[config.mk]
export PLATFORM = sky130hd
export DESIGN_NAME = multi_servo_controller
export DESIGN_NICKNAME = d
export VERILOG_FILES = /design/src/rtl/servo_pkg.sv /design/src/rtl/servo_channel.sv /design/src/rtl/multi_servo_controller.sv
export SDC_FILE = /design/constraint.sdc
export NUM_CORES = 2
export LEC_CHECK = 0
export CAP_MARGIN = 10
export CORE_ASPECT_RATIO = 1.2
export CORE_MARGIN = 5
export CORE_UTILIZATION = 40
export DETAILED_ROUTE_END_ITERATION = 8
export PLACE_DENSITY = 0.64
export SLEW_MARGIN = 20
export SYNTH_ARGS = -nofsm -noshare
export SYNTH_HDL_FRONTEND = slang
export SYNTH_SLANG_ARGS = --single-unit
[constraint.sdc]
create_clock -name clk -period 9.1 [get_ports clk]
set_input_delay 0.91 -clock clk [delete_from_list [all_inputs] [get_ports clk]]
set_output_delay 0.91 -clock clk [all_outputs]
set_load 0.01 [all_outputs]
[src/rtl/servo_pkg.sv]
// Shared definitions for the multi-channel servo PWM controller.
// Holds default parameter values, the on-time type, the counter width derivation and the
// angle-to-on-time conversion used by both the top level and the per-channel logic.
package servo_pkg;

  localparam int unsigned DefNumCh     = 6;
  localparam int unsigned DefAngleW    = 8;
  localparam int unsigned DefMaxAngle  = 180;
  localparam int unsigned DefPeriodCyc = 2000000;
  localparam int unsigned DefMinOn     = 50000;
  localparam int unsigned DefStepCyc   = 1000;
  localparam int unsigned DefSlewCyc   = 5000;

  // On-times are kept 32 bits wide so any legal frame length fits without overflow.
  localparam int unsigned OnW = 32;
  typedef logic [OnW-1:0] on_time_t;

  // Bits needed for a counter running 0..period-1.
  function automatic int unsigned cnt_width(input int unsigned period);
    return (period > 1) ? $clog2(period) : 1;
  endfunction

  // Clamp the angle, then map it linearly onto an on-time in clock cycles.
  function automatic on_time_t angle_to_on(input int unsigned angle,
                                           input int unsigned max_angle,
                                           input int unsigned min_on,
                                           input int unsigned step);
    int unsigned a;
    a = (angle > max_angle) ? max_angle : angle;
    return on_time_t'(min_on + a * step);
  endfunction

endpackage

[src/rtl/servo_channel.sv]
// One servo channel: target register, per-frame slew-limited active on-time, latched enable
// and the registered PWM compare against the shared frame counter.
// Ports:
//   clk, rst    - clock, synchronous active-high reset
//   frame_end   - high on the cycle where the shared counter sits at its last value
//   cnt         - shared frame counter (pre-edge value)
//   wr_sel      - load target from wr_on this edge
//   wr_on       - new target on-time
//   enable      - output enable, sampled only at the frame boundary
//   pwm         - registered servo output
module servo_channel
  import servo_pkg::*;
#(
  parameter int unsigned CNT_W    = 21,
  parameter int unsigned SLEW_CYC = 0,
  parameter on_time_t    ON_RESET = '0
) (
  input  logic             clk,
  input  logic             rst,
  input  logic             frame_end,
  input  logic [CNT_W-1:0] cnt,
  input  logic             wr_sel,
  input  on_time_t         wr_on,
  input  logic             enable,
  output logic             pwm
);

  on_time_t target_q, active_q, active_d, diff;
  logic     en_lat_q, pwm_q;

  // Next active value: jump to target unless the distance exceeds the slew limit.
  always_comb begin
    diff     = (target_q > active_q) ? (target_q - active_q) : (active_q - target_q);
    active_d = target_q;
    if ((SLEW_CYC != 0) && (diff > on_time_t'(SLEW_CYC))) begin
      active_d = (target_q > active_q) ? (active_q + on_time_t'(SLEW_CYC))
                                       : (active_q - on_time_t'(SLEW_CYC));
    end
  end

  always_ff @(posedge clk) begin
    if (rst) begin
      target_q <= ON_RESET;
      active_q <= ON_RESET;
      en_lat_q <= 1'b0;
      pwm_q    <= 1'b0;
    end else begin
      if (wr_sel) begin
        target_q <= wr_on;
      end
      // active_d is built from the pre-edge target, so a same-edge write waits a frame.
      if (frame_end) begin
        active_q <= active_d;
        en_lat_q <= enable;
      end
      pwm_q <= en_lat_q & (on_time_t'(cnt) < active_q);
    end
  end

  assign pwm = pwm_q;

endmodule

[src/rtl/multi_servo_controller.sv]
// Multi-channel hobby-servo PWM generator sharing one frame counter.
// Ports:
//   clk, rst     - clock, synchronous active-high reset
//   enable       - per-channel output enable (takes effect at the next frame)
//   wr_valid     - angle write request; wr_ready is high whenever rst is low
//   wr_ch        - target channel; out-of-range channels are dropped with a wr_err pulse
//   wr_angle     - requested angle, clamped to MAX_ANGLE
//   wr_err       - one-cycle pulse after a dropped write
//   frame_start  - one-cycle pulse coincident with the pwm rising edges
//   pwm          - registered servo outputs
module multi_servo_controller
  import servo_pkg::*;
#(
  parameter int unsigned NUM_CH     = DefNumCh,
  parameter int unsigned ANGLE_W    = DefAngleW,
  parameter int unsigned MAX_ANGLE  = DefMaxAngle,
  parameter int unsigned PERIOD_CYC = DefPeriodCyc,
  parameter int unsigned MIN_ON     = DefMinOn,
  parameter int unsigned STEP_CYC   = DefStepCyc,
  parameter int unsigned SLEW_CYC   = DefSlewCyc,
  localparam int unsigned ChW       = (NUM_CH > 1) ? $clog2(NUM_CH) : 1
) (
  input  logic               clk,
  input  logic               rst,
  input  logic [NUM_CH-1:0]  enable,
  input  logic               wr_valid,
  output logic               wr_ready,
  input  logic [ChW-1:0]     wr_ch,
  input  logic [ANGLE_W-1:0] wr_angle,
  output logic               wr_err,
  output logic               frame_start,
  output logic [NUM_CH-1:0]  pwm
);

  localparam int unsigned     CntW    = cnt_width(PERIOD_CYC);
  localparam logic [CntW-1:0] CntLast = CntW'(PERIOD_CYC - 1);
  localparam on_time_t        OnReset = angle_to_on(MAX_ANGLE / 2, MAX_ANGLE, MIN_ON, STEP_CYC);

  // A full-angle pulse that reaches the frame length would leave the output stuck high.
  if (MIN_ON + MAX_ANGLE * STEP_CYC >= PERIOD_CYC) begin : g_overrun
    $warning("multi_servo_controller: maximum on-time reaches PERIOD_CYC");
  end

  logic [CntW-1:0] cnt_q;
  logic            frame_end, wr_fire, wr_bad;
  logic            frame_start_q, wr_err_q;
  on_time_t        wr_on;

  assign frame_end = (cnt_q == CntLast);
  assign wr_ready  = ~rst;
  assign wr_fire   = wr_valid & wr_ready;
  assign wr_bad    = (32'(wr_ch) >= NUM_CH);
  assign wr_on     = angle_to_on(32'(wr_angle), MAX_ANGLE, MIN_ON, STEP_CYC);

  always_ff @(posedge clk) begin
    if (rst) begin
      cnt_q         <= '0;
      frame_start_q <= 1'b0;
      wr_err_q      <= 1'b0;
    end else begin
      cnt_q         <= frame_end ? '0 : cnt_q + 1'b1;
      // Registered from cnt == 0 so it lines up with the registered pwm rise.
      frame_start_q <= (cnt_q == '0);
      wr_err_q      <= wr_fire & wr_bad;
    end
  end

  assign frame_start = frame_start_q;
  assign wr_err      = wr_err_q;

  for (genvar i = 0; i < NUM_CH; i++) begin : g_ch
    logic wr_sel;
    assign wr_sel = wr_fire & ~wr_bad & (wr_ch == ChW'(i));

    servo_channel #(
      .CNT_W    (CntW),
      .SLEW_CYC (SLEW_CYC),
      .ON_RESET (OnReset)
    ) u_channel (
      .clk       (clk),
      .rst       (rst),
      .frame_end (frame_end),
      .cnt       (cnt_q),
      .wr_sel    (wr_sel),
      .wr_on     (wr_on),
      .enable    (enable[i]),
      .pwm       (pwm[i])
    );
  end

endmodule
== Word level (Yosys, flattened, before mapping) ==
Index checks and enable logic that the tools add are counted.

* Register bits: 419

* Magnitude comparators: 20
* Bitwise operators: 17
* Equality and inequality tests: 6
* Reductions and logical operators: 3
* $add $sub $neg: 26
* $mul: 1
* Multiplexer cells: 19

{| class="wikitable"
|+ Operator list
! operator !! number
|-
| $mux W32 || 18
|-
| $sub A32 B32 Y32 || 12
|-
| $add A32 B13 Y32 const B || 6
|-
| $gt A32 B13 Y1 const B || 6
|-
| $gt A32 B32 Y1 || 6
|-
| $lt A21 B32 Y1 || 6
|-
| $sub A32 B13 Y32 const B || 6
|-
| $add A21 B1 Y21 const B || 1
|-
| $eq A21 B21 Y1 const B || 1
|-
| $logic_not A21 Y1 || 1
|-
| $add A16 B18 Y19 const A || 1
|-
| $and A1 B1 Y1 || 15
|-
| $mul A8 B7 Y15 const B || 1
|-
| $gt A8 B8 Y1 const B || 1
|-
| $mux W8 || 1
|-
| $eq A3 B2 Y1 const B || 2
|-
| $eq A3 B3 Y1 const B || 2
|-
| $eq A3 B1 Y1 const B || 1
|-
| $ge A3 B3 Y1 const B || 1
|-
| $logic_not A3 Y1 || 1
|-
| $not A1 Y1 || 2
|-
| $reduce_or A2 Y1 || 1
|}

== Depth between registers and ports, before layout ==
* Word-level depth: 4
* Mapped depth: 25
* Gate-level depth less buffers: 23

== Modules after synthesis ==
From an unflattened synthesis, not the netlist that was laid out.

* Cell total of the unflattened synthesis: 6852
* Area, all modules: 52049.9 um^2

{| class="wikitable"
|+ Modules (own cells, without submodules)
! module !! times used !! cells an instance !! area each (um^2)
|-
| servo_channel at g_ch[2].u_channel ... || 3 || 1089 || 8219.1
|-
| servo_channel at g_ch[0].u_channel || 1 || 1107 || 8264.2
|-
| servo_channel at g_ch[1].u_channel || 1 || 1098 || 8206.6
|-
| servo_channel at g_ch[5].u_channel || 1 || 1048 || 8117.8
|-
| multi_servo_controller || 1 || 332 || 2803.9
|}

== Worst setup path before layout ==
No wires, ideal clock.

* Path type: input -> register
* Start point: in wr_angle[0]
* End point: reg g_ch[0].u_channel.target_q[18]
* Data arrival time: 6.682 ns
* Setup slack: 2.348 ns
* Cell stages on the path: 25
* Setup time: 0.070 ns
* Path buffers: 2
* Path through: o21ai_0 -> a21oi_1 -> o21ai_0 -> and2_1 -> clkbuf_1 -> inv_1 -> fa_1 -> clkbuf_1 -> xnor2_1 -> ha_1 -> fa_1 -> inv_1 -> fa_1 -> inv_1 -> ha_1 -> o21ai_0 -> a21boi_0 -> o21ai_0 -> a21boi_0 -> o21a_1 -> or4_1 -> o311a_1 -> nor3_1 -> nand2_1 -> a21oi_1

* Cells in the longest elaborated chain, start to end: 4

{| class="wikitable"
|+ RTL lines
! what !! line !! text
|-
| start: declaration || multi_servo_controller.sv:29 || <nowiki>input logic [ANGLE_W-1:0] wr_angle,</nowiki>
|-
| $gt A8 B8 Y1 || servo_pkg.sv:29 || <nowiki>a = (angle > max_angle) ? max_angle : angle;</nowiki>
|-
| $mux W8 (*) || servo_pkg.sv:29 ||
|-
| $mul A8 B7 Y15 (*) || servo_pkg.sv:30 || <nowiki>return on_time_t'(min_on + a * step);</nowiki>
|-
| $add A16 B18 Y19 (*) || servo_pkg.sv:30 ||
|-
| end signal: assignment || servo_channel.sv:49 || <nowiki>target_q <= wr_on;</nowiki>
|-
| end: declaration || servo_channel.sv:28 || <nowiki>on_time_t target_q, active_q, active_d, diff;</nowiki>
|}

Every way passes the cells marked *; elsewhere a longest branch is shown, timed or not.
A chain may end at the register's enable or synchronous reset.

== Final worst setup path ==
* Start point: in wr_angle[1]
* End point: reg g_ch[0].u_channel.target_q[15]

The elaborated chain is that of the path after synthesis.

==> results.py <==
metrics = {
    "floorplan": {
        "die_w_um": 290,
        "die_y_um": 346,
        "die_area_mm2": 0.100,
        "core.rowCount": 123,
        "core_mm2": 0.0936,
        "start_util_pct": 40.2,
        "io_pins": 29,
    },
    "min_path": {
        "worstHoldPathType": "flop to flop",
        "holdPathEnd": "g_ch[4].u_channel.en_lat_q",
        "hp-start": "g_ch[4].u_channel.en_lat_q",
        "hold_depth": 2,
    },
    "clocking": {
        "holdBufCountCts": 0,
        "path_clk_slew_ps": 60,
        "tritoncts": "done",
        "post_cts_resized": 0,
        "h-tree-depth": 2,
        "cts.path.max_buffers": 3,
        "post-cts-setup-buffers": 0,
        "clkLatencyLatePin_ps": 620,
        "numClockSinks": 305,
        "cts_root_buffer": "clkbuf_16",
        "numCtsBuffers": 41,
    },
    "global_routing": {
        "grt_start_max_net_pins": 201,
        "grt_overflow": 0,
        "grt_pass1_vias": 35400,
        "grt_usage_pct": 23.2,
        "grt_antenna_before_repair": 3,
        "grt_pass1_wl_um": 194000,
    },
    "critical_path": {
        "critPathMaxFanout": 11,
        "crit_type": "primary input to flop",
        "cp-end-kind": "flop",
        "timing.rr.start": "g_ch[0].u_channel.active_q[7]",
        "r2r_slack_ps": 2700,
        "rr_endpoint": "g_ch[0].u_channel.active_q[31]",
        "critPathLaunchType": "primary input",
        "reg2reg_depth": 20,
        "crit_arrival_ps": 8160,
        "cp.required_ps": 9600,
    },
    "logic_synthesis": {
        "syn_nets": 5623,
        "syn_inst": 5070,
        "yosys.area_share.simple_pct": 21.2,
        "synth_compound_area_share_pct": 28.8,
        "yosysTopAreaCell": "ha_1",
        "synth_fa_ha_area_share_pct": 18.4,
        "syn-cell-area_mm2": 0.0376,
        "yosysTopAreaCellShare_pct": 16.7,
        "synth_area_leaders": "ha_1, dfxtp_1, a21oi_1, xnor2_1, nand2_1",
        "synth_most_common_cell": "ha_1",
        "synth_top_flop_cell": "dfxtp_1",
        "synth_edf_count": 0,
        "synth.mux.area_fraction_pct": 2.03,
        "ys_seq_elements": 305,
        "synth.avg_cell_area_um2": 7.42,
        "synth_top_family_by_area": "compound AO/OA/AOI/OAI gates",
        "ys_top_cells_by_count": "ha_1, a21oi_1, nand2_1",
        "yosysSeqAreaShare_pct": 16.2,
        "synth_xor_area_share_pct": 7.19,
        "async_flop_share_pct": 0,
        "yosys_warnings": 0,
        "synth_cell_types": 104,
    },
    "drt": {
        "drtIter0Drc": 3085,
        "drt_wl_total_um": 124000,
        "drt_first_pass_iters": 6,
        "vias": 37500,
        "ant_nets": 0,
        "viasPerCell": 6.03,
        "wl_per_cell_um": 19.9,
        "remaining_drc_errors": 0,
    },
    "power_and_ir_drop": {
        "p_switching_mw": 4.22,
        "power.density_mw_per_mm2": 220,
        "p_sw_share_pct": 47.7,
        "p_leak_nw": 18.5,
        "internal-power_mw": 4.63,
        "power_frac_clock_pct": 19.5,
        "p_seq_share_pct": 15.7,
        "ir_drop_mv": 0.308,
        "p_comb_share_pct": 64.8,
    },
    "sta": {
        "tns_ps": 0,
        "rsz0062_at_grt": "no",
        "setup_slack_ps": 1440,
        "setup_violations": 0,
        "slew_viol_final": 0,
        "slew_headroom_pct": 20.4,
        "tightest_slew_ps": 1190,
        "period_share_pct": 84.2,
        "max_freq_ghz": 0.131,
        "hold_viol": 0,
        "clock_skew_ps": 37.1,
        "period_minus_slack_ps": 7660,
    },
    "placed_design": {
        "port-buffer-count": 28,
        "placed_cells": 6143,
        "dp_hpwl_um": 92000,
        "place.gp.congestion": 0.945,
        "dp_slack_ps": 880,
    },
    "final_layout": {
        "final_core_util_pct": 42.9,
        "fin_cells": 6215,
        "final_nets": 5489,
        "area_growth_pct": 6.80,
        "post_route_cells_drive_above_1_share_pct": 4.01,
    },
    "run_status": {
        "status": "finished clean",
    },
    "job": {
        "cap_violations": 0,
    },
}
[sequential cells by signal, summed over array words and instances, names as in the netlist]
signal and count:
wr_err 1, frame_start 1, g_ch.u_channel.target_q 96, g_ch.u_channel.active_q 174, g_ch.u_channel.pwm 6, g_ch.u_channel.en_lat_q 6
cnt_q 21
[per-stage QoR]
stage	power (mW)	cell area, µm²	hold slack [ps]
floorplan	5.78	37600	409
global placement	7.00	38800	441
detailed placement	7.06	38800	447
CTS	8.82	40200	455
global route	9.52	40200	483
finish	8.85	40200	451
[worst max path at each step]
stage                                           to         from  slack, ps
CTS                 g_ch[0].u_channel.target_q[15]  wr_angle[1]       1460
floorplan           g_ch[0].u_channel.target_q[18]  wr_angle[0]       2350
finish              g_ch[0].u_channel.target_q[15]  wr_angle[1]       1440
global placement    g_ch[4].u_channel.target_q[17]  wr_angle[1]       1060
detailed placement  g_ch[5].u_channel.target_q[17]  wr_angle[1]        880
global route        g_ch[0].u_channel.target_q[15]  wr_angle[1]        800
[power groups by stage]
stage               Combinational, mW  Sequential (mW)  Clock (mW)
floorplan                        4.38             1.40           0
global placement                 5.58             1.42           0
detailed placement               5.64             1.42           0
CTS                              5.67             1.39        1.75
global route                     6.32             1.39        1.81
finish                           5.73             1.39        1.73
[layout by cell type (no fill, tap or decap), types with 34 or more instances in the layout]
| master | synthesis | final |
|---|---|---|
| a31oi_1 | 55 | 55 |
| o21ai_0 | 273 | 271 |
| o211ai_1 | 81 | 81 |
| nand2_1 | 444 | 444 |
| or3_1 | 52 | 52 |
| and3_1 | 62 | 62 |
| nor4_1 | 51 | 50 |
| a311oi_1 | 43 | 43 |
| nand2b_1 | 55 | 55 |
| ha_1 | 501 | 501 |
| clkbuf_16 | 0 | 42 |
| inv_1 | 346 | 345 |
| buf_4 | 10 | 36 |
| a21o_1 | 163 | 163 |
| mux2i_1 | 66 | 66 |
| o21bai_1 | 41 | 41 |
| o31ai_1 | 34 | 34 |
| xor2_1 | 113 | 113 |
| a211oi_1 | 105 | 105 |
| o21a_1 | 86 | 86 |
| nor2b_1 | 45 | 45 |
| nand4_1 | 71 | 71 |
| nand3_1 | 154 | 154 |
| nor2_1 | 366 | 365 |
| and2_1 | 39 | 39 |
| a21oi_1 | 457 | 457 |
| dfxtp_1 | 305 | 305 |
| xnor2_1 | 196 | 195 |
| nor3_1 | 155 | 155 |
[logic make-up (layout without fill, tap and decap cells)]
group,Yosys count,count (layout)
compound gates,1632,1632
simple gates,1624,1624
buf+inv,591,485
fa+ha+maj,533,533
xor+xnor,309,309
flops,305,305
mux,75,75
other cells,1,2
[routing by layer]
layer	global-route usage [%]	wire, µm
met5	0	0
met4	9.19	5540
met3	2.62	6750
met2	40.5	58200
met1	29.3	53200
[critical path, stage by stage]
cell	delay, ps
clkdlybuf4s50_1	480
o21ai_0	190
a21oi_1	80
o21ai_0	480
and2_1	560
inv_1	130
fa_1	860
xnor2_1	140
ha_1	310
fa_1	500
inv_1	50
fa_1	490
inv_1	40
ha_1	280
o21ai_0	100
a21boi_0	380
o21ai_0	170
a21boi_0	310
o21a_1	270
or3_1	170
a22oi_1	110
xnor2_1	780
nor2_1	110
a211oi_1	230
[final cells by class]
class                           count  area [µm²]
Antenna cell                        1        2.50
Clock buffer                       53        1160
Clock inverter                     18         220
Fill cell                        9660       53400
Inverter                          349        1310
Multi-Input combinational cell   4174       29200
Sequential cell                   305        6110
Tap cell                         1250        1560
Timing Repair Buffer               65         574
Power figures use the tool's default switching activity.
